===== src/rtl/jtag_tap_oversampled_if.sv =====
`default_nettype none
// +--------------------------------------------------------------------+
// | jtag_tap_oversampled_if : DMI request/response bundle               |
// | Rev 1.0                                                             |
// +--------------------------------------------------------------------+
interface jtag_tap_oversampled_if;
    logic        req_valid;
    logic        req_ready;
    logic [6:0]  req_addr;
    logic [31:0] req_data;
    logic [1:0]  req_op;
    logic        rsp_valid;
    logic [31:0] rsp_data;

    modport master (
        output req_valid, req_addr, req_data, req_op,
        input  req_ready, rsp_valid, rsp_data
    );

    modport slave (
        input  req_valid, req_addr, req_data, req_op,
        output req_ready, rsp_valid, rsp_data
    );
endinterface
`default_nettype wire


===== src/rtl/jtag_tap_oversampled.sv =====
`default_nettype none
// +--------------------------------------------------------------------+
// | jtag_tap_oversampled : clk-domain 1149.1 TAP with IDCODE/BYPASS/DMI |
// | Rev 1.0                                                             |
// +--------------------------------------------------------------------+
module jtag_tap_oversampled #(
    parameter logic [31:0] IDCODE_VAL  = 32'h1000_0001,
    parameter logic [4:0]  IR_IDCODE   = 5'h01,
    parameter logic [4:0]  IR_DMI      = 5'h11,
    parameter int          SYNC_STAGES = 2
) (
    input  wire logic        clk,
    input  wire logic        rst_n,
    input  wire logic        jtag_tck_i,
    input  wire logic        jtag_tms_i,
    input  wire logic        jtag_tdi_i,
    output logic             jtag_tdo_o,
    output logic             jtag_tdo_oe_o,
    output logic [3:0]       tap_state_o,
    jtag_tap_oversampled_if.master dmi
);

    typedef enum logic [3:0] {
        TLR    = 4'hF, RTI    = 4'hC,
        SEL_DR = 4'h7, CAP_DR = 4'h6, SH_DR = 4'h2, EX1_DR = 4'h1,
        PA_DR  = 4'h3, EX2_DR = 4'h0, UPD_DR = 4'h5,
        SEL_IR = 4'h4, CAP_IR = 4'hE, SH_IR = 4'hA, EX1_IR = 4'h9,
        PA_IR  = 4'hB, EX2_IR = 4'h8, UPD_IR = 4'hD
    } tap_state_e;

    localparam logic [1:0] SEL_BYP = 2'd0;
    localparam logic [1:0] SEL_ID  = 2'd1;
    localparam logic [1:0] SEL_DMI = 2'd2;

    logic [SYNC_STAGES-1:0] tck_sync_q, tms_sync_q, tdi_sync_q;
    logic                   tck_hist_q;
    tap_state_e             state_q, state_d;
    logic                   tdo_oe_q, tdo_q;
    logic [4:0]             ir_q, ir_sr_q;
    logic [31:0]            id_sr_q;
    logic                   byp_q;
    logic [40:0]            dmi_sr_q;
    logic                   req_valid_q, pending_q, sticky_q;
    logic [6:0]             req_addr_q;
    logic [31:0]            req_data_q, rsp_q;
    logic [1:0]             req_op_q;

    logic w_tck, w_tms, w_tdi, w_tck_rise, w_tck_fall;
    logic w_upd_ir, w_upd_dr, w_busy, w_dr_lsb;
    logic [1:0] w_dr_sel;

    assign w_tck      = tck_sync_q[SYNC_STAGES-1];
    assign w_tms      = tms_sync_q[SYNC_STAGES-1];
    assign w_tdi      = tdi_sync_q[SYNC_STAGES-1];
    assign w_tck_rise = w_tck & ~tck_hist_q;
    assign w_tck_fall = ~w_tck & tck_hist_q;
    assign w_upd_ir   = w_tck_rise && (state_d == UPD_IR);
    assign w_upd_dr   = w_tck_rise && (state_d == UPD_DR);
    // A response landing in the same clk as Update-DR frees the slot.
    assign w_busy     = (pending_q && !dmi.rsp_valid) || sticky_q;

    always_comb begin
        w_dr_sel = SEL_BYP;
        if (ir_q == IR_IDCODE)   w_dr_sel = SEL_ID;
        else if (ir_q == IR_DMI) w_dr_sel = SEL_DMI;
        case (w_dr_sel)
            SEL_ID:  w_dr_lsb = id_sr_q[0];
            SEL_DMI: w_dr_lsb = dmi_sr_q[0];
            default: w_dr_lsb = byp_q;
        endcase
    end

    always_comb begin
        state_d = TLR;
        case (state_q)
            TLR:     state_d = w_tms ? TLR    : RTI;
            RTI:     state_d = w_tms ? SEL_DR : RTI;
            SEL_DR:  state_d = w_tms ? SEL_IR : CAP_DR;
            CAP_DR:  state_d = w_tms ? EX1_DR : SH_DR;
            SH_DR:   state_d = w_tms ? EX1_DR : SH_DR;
            EX1_DR:  state_d = w_tms ? UPD_DR : PA_DR;
            PA_DR:   state_d = w_tms ? EX2_DR : PA_DR;
            EX2_DR:  state_d = w_tms ? UPD_DR : SH_DR;
            UPD_DR:  state_d = w_tms ? SEL_DR : RTI;
            SEL_IR:  state_d = w_tms ? TLR    : CAP_IR;
            CAP_IR:  state_d = w_tms ? EX1_IR : SH_IR;
            SH_IR:   state_d = w_tms ? EX1_IR : SH_IR;
            EX1_IR:  state_d = w_tms ? UPD_IR : PA_IR;
            PA_IR:   state_d = w_tms ? EX2_IR : PA_IR;
            EX2_IR:  state_d = w_tms ? UPD_IR : SH_IR;
            UPD_IR:  state_d = w_tms ? SEL_DR : RTI;
            default: state_d = TLR;
        endcase
    end

    always_ff @(posedge clk or negedge rst_n) begin
        if (!rst_n) begin
            tck_sync_q <= '0;
            tms_sync_q <= '0;
            tdi_sync_q <= '0;
            tck_hist_q <= 1'b0;
            state_q    <= TLR;
            tdo_oe_q   <= 1'b0;
        end else begin
            tck_sync_q <= {tck_sync_q[SYNC_STAGES-2:0], jtag_tck_i};
            tms_sync_q <= {tms_sync_q[SYNC_STAGES-2:0], jtag_tms_i};
            tdi_sync_q <= {tdi_sync_q[SYNC_STAGES-2:0], jtag_tdi_i};
            tck_hist_q <= w_tck;
            if (w_tck_rise) begin
                state_q  <= state_d;
                tdo_oe_q <= (state_d == SH_DR) || (state_d == SH_IR);
            end
        end
    end

    always_ff @(posedge clk or negedge rst_n) begin
        if (!rst_n) begin
            ir_q        <= IR_IDCODE;
            ir_sr_q     <= 5'b00001;
            id_sr_q     <= '0;
            byp_q       <= 1'b0;
            dmi_sr_q    <= '0;
            tdo_q       <= 1'b0;
            req_valid_q <= 1'b0;
            req_addr_q  <= '0;
            req_data_q  <= '0;
            req_op_q    <= '0;
            rsp_q       <= '0;
            pending_q   <= 1'b0;
            sticky_q    <= 1'b0;
        end else begin
            // Capture repeats every clk while parked in Capture; harmless since no shift occurs there.
            if (state_q == CAP_IR) ir_sr_q <= 5'b00001;
            if (state_q == CAP_DR) begin
                id_sr_q  <= IDCODE_VAL;
                byp_q    <= 1'b0;
                dmi_sr_q <= {req_addr_q, rsp_q, sticky_q ? 2'b11 : 2'b00};
            end
            if (w_tck_rise && state_q == SH_IR) ir_sr_q <= {w_tdi, ir_sr_q[4:1]};
            if (w_tck_rise && state_q == SH_DR) begin
                case (w_dr_sel)
                    SEL_ID:  id_sr_q  <= {w_tdi, id_sr_q[31:1]};
                    SEL_DMI: dmi_sr_q <= {w_tdi, dmi_sr_q[40:1]};
                    default: byp_q    <= w_tdi;
                endcase
            end
            if (w_tck_fall && state_q == SH_IR) tdo_q <= ir_sr_q[0];
            if (w_tck_fall && state_q == SH_DR) tdo_q <= w_dr_lsb;

            if (state_q == TLR) begin
                ir_q     <= IR_IDCODE;
                sticky_q <= 1'b0;
            end else if (w_upd_ir) begin
                ir_q <= ir_sr_q;
            end

            if (req_valid_q && dmi.req_ready) req_valid_q <= 1'b0;
            if (dmi.rsp_valid && pending_q) begin
                rsp_q     <= dmi.rsp_data;
                pending_q <= 1'b0;
            end
            if (w_upd_dr && ir_q == IR_DMI) begin
                case (dmi_sr_q[1:0])
                    2'd1, 2'd2: begin
                        if (!w_busy) begin
                            req_addr_q  <= dmi_sr_q[40:34];
                            req_data_q  <= dmi_sr_q[33:2];
                            req_op_q    <= dmi_sr_q[1:0];
                            req_valid_q <= 1'b1;
                            pending_q   <= 1'b1;
                        end else begin
                            sticky_q <= 1'b1;
                        end
                    end
                    2'd3:    sticky_q <= 1'b0;
                    default: ;
                endcase
            end
        end
    end

    assign jtag_tdo_o    = tdo_q;
    assign jtag_tdo_oe_o = tdo_oe_q;
    assign tap_state_o   = state_q;
    assign dmi.req_valid = req_valid_q;
    assign dmi.req_addr  = req_addr_q;
    assign dmi.req_data  = req_data_q;
    assign dmi.req_op    = req_op_q;

endmodule
`default_nettype wire

===== src/flat_wrapper.sv =====
// flat-port wrapper written by rule: the top's interface ports become plain ports
module jtag_tap_oversampled_flat 
#(
    parameter logic [31:0] IDCODE_VAL  = 32'h1000_0001,
    parameter logic [4:0]  IR_IDCODE   = 5'h01,
    parameter logic [4:0]  IR_DMI      = 5'h11,
    parameter int          SYNC_STAGES = 2
)
  (clk, rst_n, jtag_tck_i, jtag_tms_i, jtag_tdi_i, jtag_tdo_o, jtag_tdo_oe_o, tap_state_o, dmi_req_valid, dmi_req_addr, dmi_req_data, dmi_req_op, dmi_req_ready, dmi_rsp_valid, dmi_rsp_data);
  jtag_tap_oversampled_if dmi_i ();
  input  wire logic clk;
  input  wire logic rst_n;
  input  wire logic jtag_tck_i;
  input  wire logic jtag_tms_i;
  input  wire logic jtag_tdi_i;
  output logic jtag_tdo_o;
  output logic jtag_tdo_oe_o;
  output logic [3:0] tap_state_o;
  output wire logic [$bits(dmi_i.req_valid)-1:0] dmi_req_valid;
  output wire logic [$bits(dmi_i.req_addr)-1:0] dmi_req_addr;
  output wire logic [$bits(dmi_i.req_data)-1:0] dmi_req_data;
  output wire logic [$bits(dmi_i.req_op)-1:0] dmi_req_op;
  input wire logic [$bits(dmi_i.req_ready)-1:0] dmi_req_ready;
  input wire logic [$bits(dmi_i.rsp_valid)-1:0] dmi_rsp_valid;
  input wire logic [$bits(dmi_i.rsp_data)-1:0] dmi_rsp_data;
  assign dmi_req_valid = dmi_i.req_valid;
  assign dmi_req_addr = dmi_i.req_addr;
  assign dmi_req_data = dmi_i.req_data;
  assign dmi_req_op = dmi_i.req_op;
  assign dmi_i.req_ready = dmi_req_ready;
  assign dmi_i.rsp_valid = dmi_rsp_valid;
  assign dmi_i.rsp_data = dmi_rsp_data;
  jtag_tap_oversampled #(.IDCODE_VAL(IDCODE_VAL), .IR_IDCODE(IR_IDCODE), .IR_DMI(IR_DMI), .SYNC_STAGES(SYNC_STAGES)) u_core (.clk(clk), .rst_n(rst_n), .jtag_tck_i(jtag_tck_i), .jtag_tms_i(jtag_tms_i), .jtag_tdi_i(jtag_tdi_i), .jtag_tdo_o(jtag_tdo_o), .jtag_tdo_oe_o(jtag_tdo_oe_o), .tap_state_o(tap_state_o), .dmi(dmi_i));
endmodule

===== config.mk =====
export PLATFORM = sky130hd
export DESIGN_NAME = jtag_tap_oversampled_flat
export DESIGN_NICKNAME = d
export VERILOG_FILES = /design/src/rtl/jtag_tap_oversampled_if.sv /design/src/rtl/jtag_tap_oversampled.sv /design/src/flat_wrapper.sv
export SDC_FILE = /design/constraint.sdc
export NUM_CORES = 1
export LEC_CHECK = 0
export BUFFER_PORTS_ARGS = -buffer_cell sky130_fd_sc_hd__buf_2
export CAP_MARGIN = 30
export CORE_MARGIN = 2
export CORE_UTILIZATION = 55
export CTS_BUF_LIST = sky130_fd_sc_hd__clkbuf_4 sky130_fd_sc_hd__clkbuf_8 sky130_fd_sc_hd__clkbuf_16
export DETAILED_ROUTE_END_ITERATION = 8
export GPL_TIMING_DRIVEN = 0
export PLACE_DENSITY = 0.79
export SKIP_CTS_REPAIR_TIMING = 1
export SYNTH_ARGS = -nofsm -noshare
export SYNTH_HDL_FRONTEND = slang
export SYNTH_SLANG_ARGS = --single-unit
export TNS_END_PERCENT = 10

===== constraint.sdc =====
create_clock -name clk -period 4 [get_ports clk]
set_input_delay 1 -clock clk [delete_from_list [all_inputs] [get_ports clk]]
set_output_delay 1 -clock clk [all_outputs]
set_load 0.01 [all_outputs]

==> impl_metrics.env <==
export IMPL_setup_violations=0
export IMPL_grt_total_usage_pct=22.5
export IMPL_clkSinkCount=173
export IMPL_final_nets=786
export IMPL_avgSynthCellArea_um2=11.0
export IMPL_path_class="reg -> reg"
export IMPL_cts_max_level=4
export IMPL_routed_via_density=5.46
export IMPL_synth_warnings=0
export IMPL_grt_pass1_vias=5079
export IMPL_fin_worst_skew_ns=0.0112
export IMPL_pre_cts_ws_ns=0.847
export IMPL_fill_cells=940
export IMPL_clk_pin_slew_ns=0.06
export IMPL_grt_max_degree=102
export IMPL_wl_per_cell_um=15.4
export IMPL_syn_area_mm2=0.00704
export IMPL_synthDominantCellAreaShare_pct=59.4
export IMPL_cts_tree="built"
export IMPL_finalCritPeriodShare_pct=78.7
export IMPL_fin_tns_setup_ns=0
export IMPL_layout_setup_ws_ns=0.851
export IMPL_netlist_instances=640
export IMPL_worstHoldPathType="reg -> reg"
export IMPL_hpwl_um=9750
export IMPL_worstPathArrival_ns=3.46
export IMPL_grt_pass1_wl_um=23800
export IMPL_start_util_pct=56.0
export IMPL_routabilityCongestion=0.867
export IMPL_drc=0
export IMPL_io_buffers=86
export IMPL_core_area_mm2=0.0126
export IMPL_cts_root_buf="clkbuf_16"
export IMPL_dr_pass1_iters=5
export IMPL_rows=41
export IMPL_num_vias=5086
export IMPL_synth_cell_types=40
export IMPL_grt_overflow=0
export IMPL_relSlewSlack_pct=30.9
export IMPL_fin_area_mm2=0.00829
export IMPL_ys_seq_area_share_pct=61.6
export IMPL_area_delta_synth_final_pct=17.7
export IMPL_n_antenna_cell=0
export IMPL_postPlaceCellArea_mm2=0.00772
export IMPL_leakage_nw=4.15
export IMPL_clkLatencyLatePin_ns=0.43
export IMPL_crit_path_end_kind="register"
export IMPL_final_hold_viol_count=0
export IMPL_die_h_um=117
export IMPL_period_minus_slack_ns=3.15
export IMPL_rsz0062_at_grt="false"
export IMPL_maxCapViolCount=0
export IMPL_status="complete, no violations"
export IMPL_vdd_drop_max_uv=264
export IMPL_cp_required_ns=4.31
export IMPL_fin_cells=931
export IMPL_drt_iter0_markers=312
export IMPL_fmax_ghz=0.318
export IMPL_layout_drive_gt1_share_pct=27.4
export IMPL_drt_wl_total_um=14300
export IMPL_syn_nets=680
export IMPL_antenna_found_initial=1
export IMPL_timing_max_transition_violations_final=0
export IMPL_io_pins=87
export IMPL_ant_nets=0
export IMPL_die_area_mm2=0.0137
export IMPL_synth_top_area_cell="dfrtp_1"
export IMPL_ys_seq_elements=173
export IMPL_cts_buffers=17
export IMPL_dp_cells=899
export IMPL_die_x_um=117
export IMPL_cts_buffer_depth=2
export IMPL_critPathLaunchType="register"
export IMPL_cellPowerDensity_mw_per_mm2=467
export IMPL_worst_path_max_fanout=10
export IMPL_worst_pin_slew_ns=1.03
export IMPL_design_power_total_mw=3.87
export IMPL_synthTopCellsByArea="dfrtp_1 59%, mux2_2 12%, nand2_1 8.1%, a31oi_1 3.5%, o21ai_0 3.2%"
## sequential cells by signal, summed over array words and instances (netlist names), 4 cells and up
register	cells
u_core.ir_q	5
u_core.dmi_sr_q	41
u_core.dmi.req_addr	7
u_core.id_sr_q	32
u_core.rsp_q	32
u_core.tap_state_o	4
u_core.dmi.req_data	32
u_core.ir_sr_q	5
## cells in the mapped netlist (all sizes together)
master	number
mux2	74
or2	2
o21bai	1
a211oi	2
o2111ai	1
ha	1
buf	9
o21a	1
nor2b	5
nor4b	2
inv	6
clkbuf	33
a31oi	39
nor3b	3
a211o	1
nand2b	3
nand3b	2
dfrtp	167
nor3	1
o211ai	1
o21ai	45
dfstp	6
nor4	1
and3	1
mux2i	2
a22o	4
nand4	1
a221oi	1
nor2	49
or4	2
and2	1
a21oi	12
nand2	151
o41ai	1
a21o	2
and4	1
nand3	6
## per-stage QoR
step                      hold slack [ns]  utilization [%]
after floorplan                     0.331                -
after detailed placement            0.336             61.5
after CTS                           0.359             65.9
final                               0.356             65.9
after global placement              0.339             61.2
after global routing                0.362             65.9
## layer usage
metal / wire, um / GRT usage (%)
met1: 6120 / 29.0
met2: 7110 / 36.1
met3: 759 / 6.39
met4: 310 / 9.33
met5: 13 / 0
## cells in the final DEF, fill, tap and decap left out, types with 4 or more instances in the layout
master and count:
a22o_1 4, o21ai_0 45, a31oi_1 39, nand3_1 6, buf_6 5, clkinv_4 4, nand2_1 151, mux2_2 74
nor2_1 49, clkinv_2 4, a21oi_1 12, clkbuf_16 17, inv_1 6, dfrtp_1 167, clkbuf_1 33, nor2b_1 5
buf_2 86, dfstp_2 6
## where the power goes
part	leakage [nW]	total (mW)	switching, mW	internal, mW
Combinational	1.51	0.454	0.324	0.130
Clock	0.277	1.57	0.691	0.882
Sequential	2.37	1.84	0.0316	1.81
## logic make-up (layout without fill, tap and decap cells)
family,count (synthesis),after routing,synth area share [%]
flops,173,173,61.6
simple gates,231,231,13.7
fa+ha+maj,1,1,0.178
compound gates,111,111,9.26
buf+inv,48,167,3.11
mux,76,76,12.1
## final timing paths
kind	depth (start not counted)	start	to	slack, ns
worst max register to register	9	u_core.tap_state_o[1]$_DFFE_PN1P_	u_core.dmi.req_data[3]$_DFFE_PN0P_	0.85
worst max-delay path	9	u_core.tap_state_o[1]$_DFFE_PN1P_	u_core.dmi.req_data[3]$_DFFE_PN0P_	0.85
min in group asynchronous	1	rst_n	u_core.rsp_q[3]$_DFFE_PN0P_	0.53
worst min-delay path	0	u_core.tms_sync_q[0]$_DFF_PN0_	u_core.tms_sync_q[1]$_DFF_PN0_	0.36
worst min register to register	0	u_core.tms_sync_q[0]$_DFF_PN0_	u_core.tms_sync_q[1]$_DFF_PN0_	0.36
max in group asynchronous	2	rst_n	u_core.tap_state_o[3]$_DFFE_PN1P_	2.58
## critical path, cell delays in order (launching register included)
cell and delay [ns]:
dfstp_2 0.53, buf_6 0.13, and4_1 0.18, clkbuf_1 0.25, a221oi_1 0.12, or4_1 0.42
buf_2 0.18, nor4b_4 0.63, buf_6 0.25, mux2_2 0.35
## cell type report
cell class | count | area, um2 | area share (%)
Timing Repair Buffer | 87 | 468 | 5.65
Buffer | 42 | 196 | 2.37
Clock buffer | 19 | 447 | 5.39
Sequential cell | 173 | 4340 | 52.3
Tap cell | 172 | 215 | 2.60
Clock inverter | 13 | 118 | 1.42
Inverter | 6 | 22.5 | 0.272
Multi-Input combinational cell | 419 | 2480 | 30.0
(Power assumes the default switching activity.)
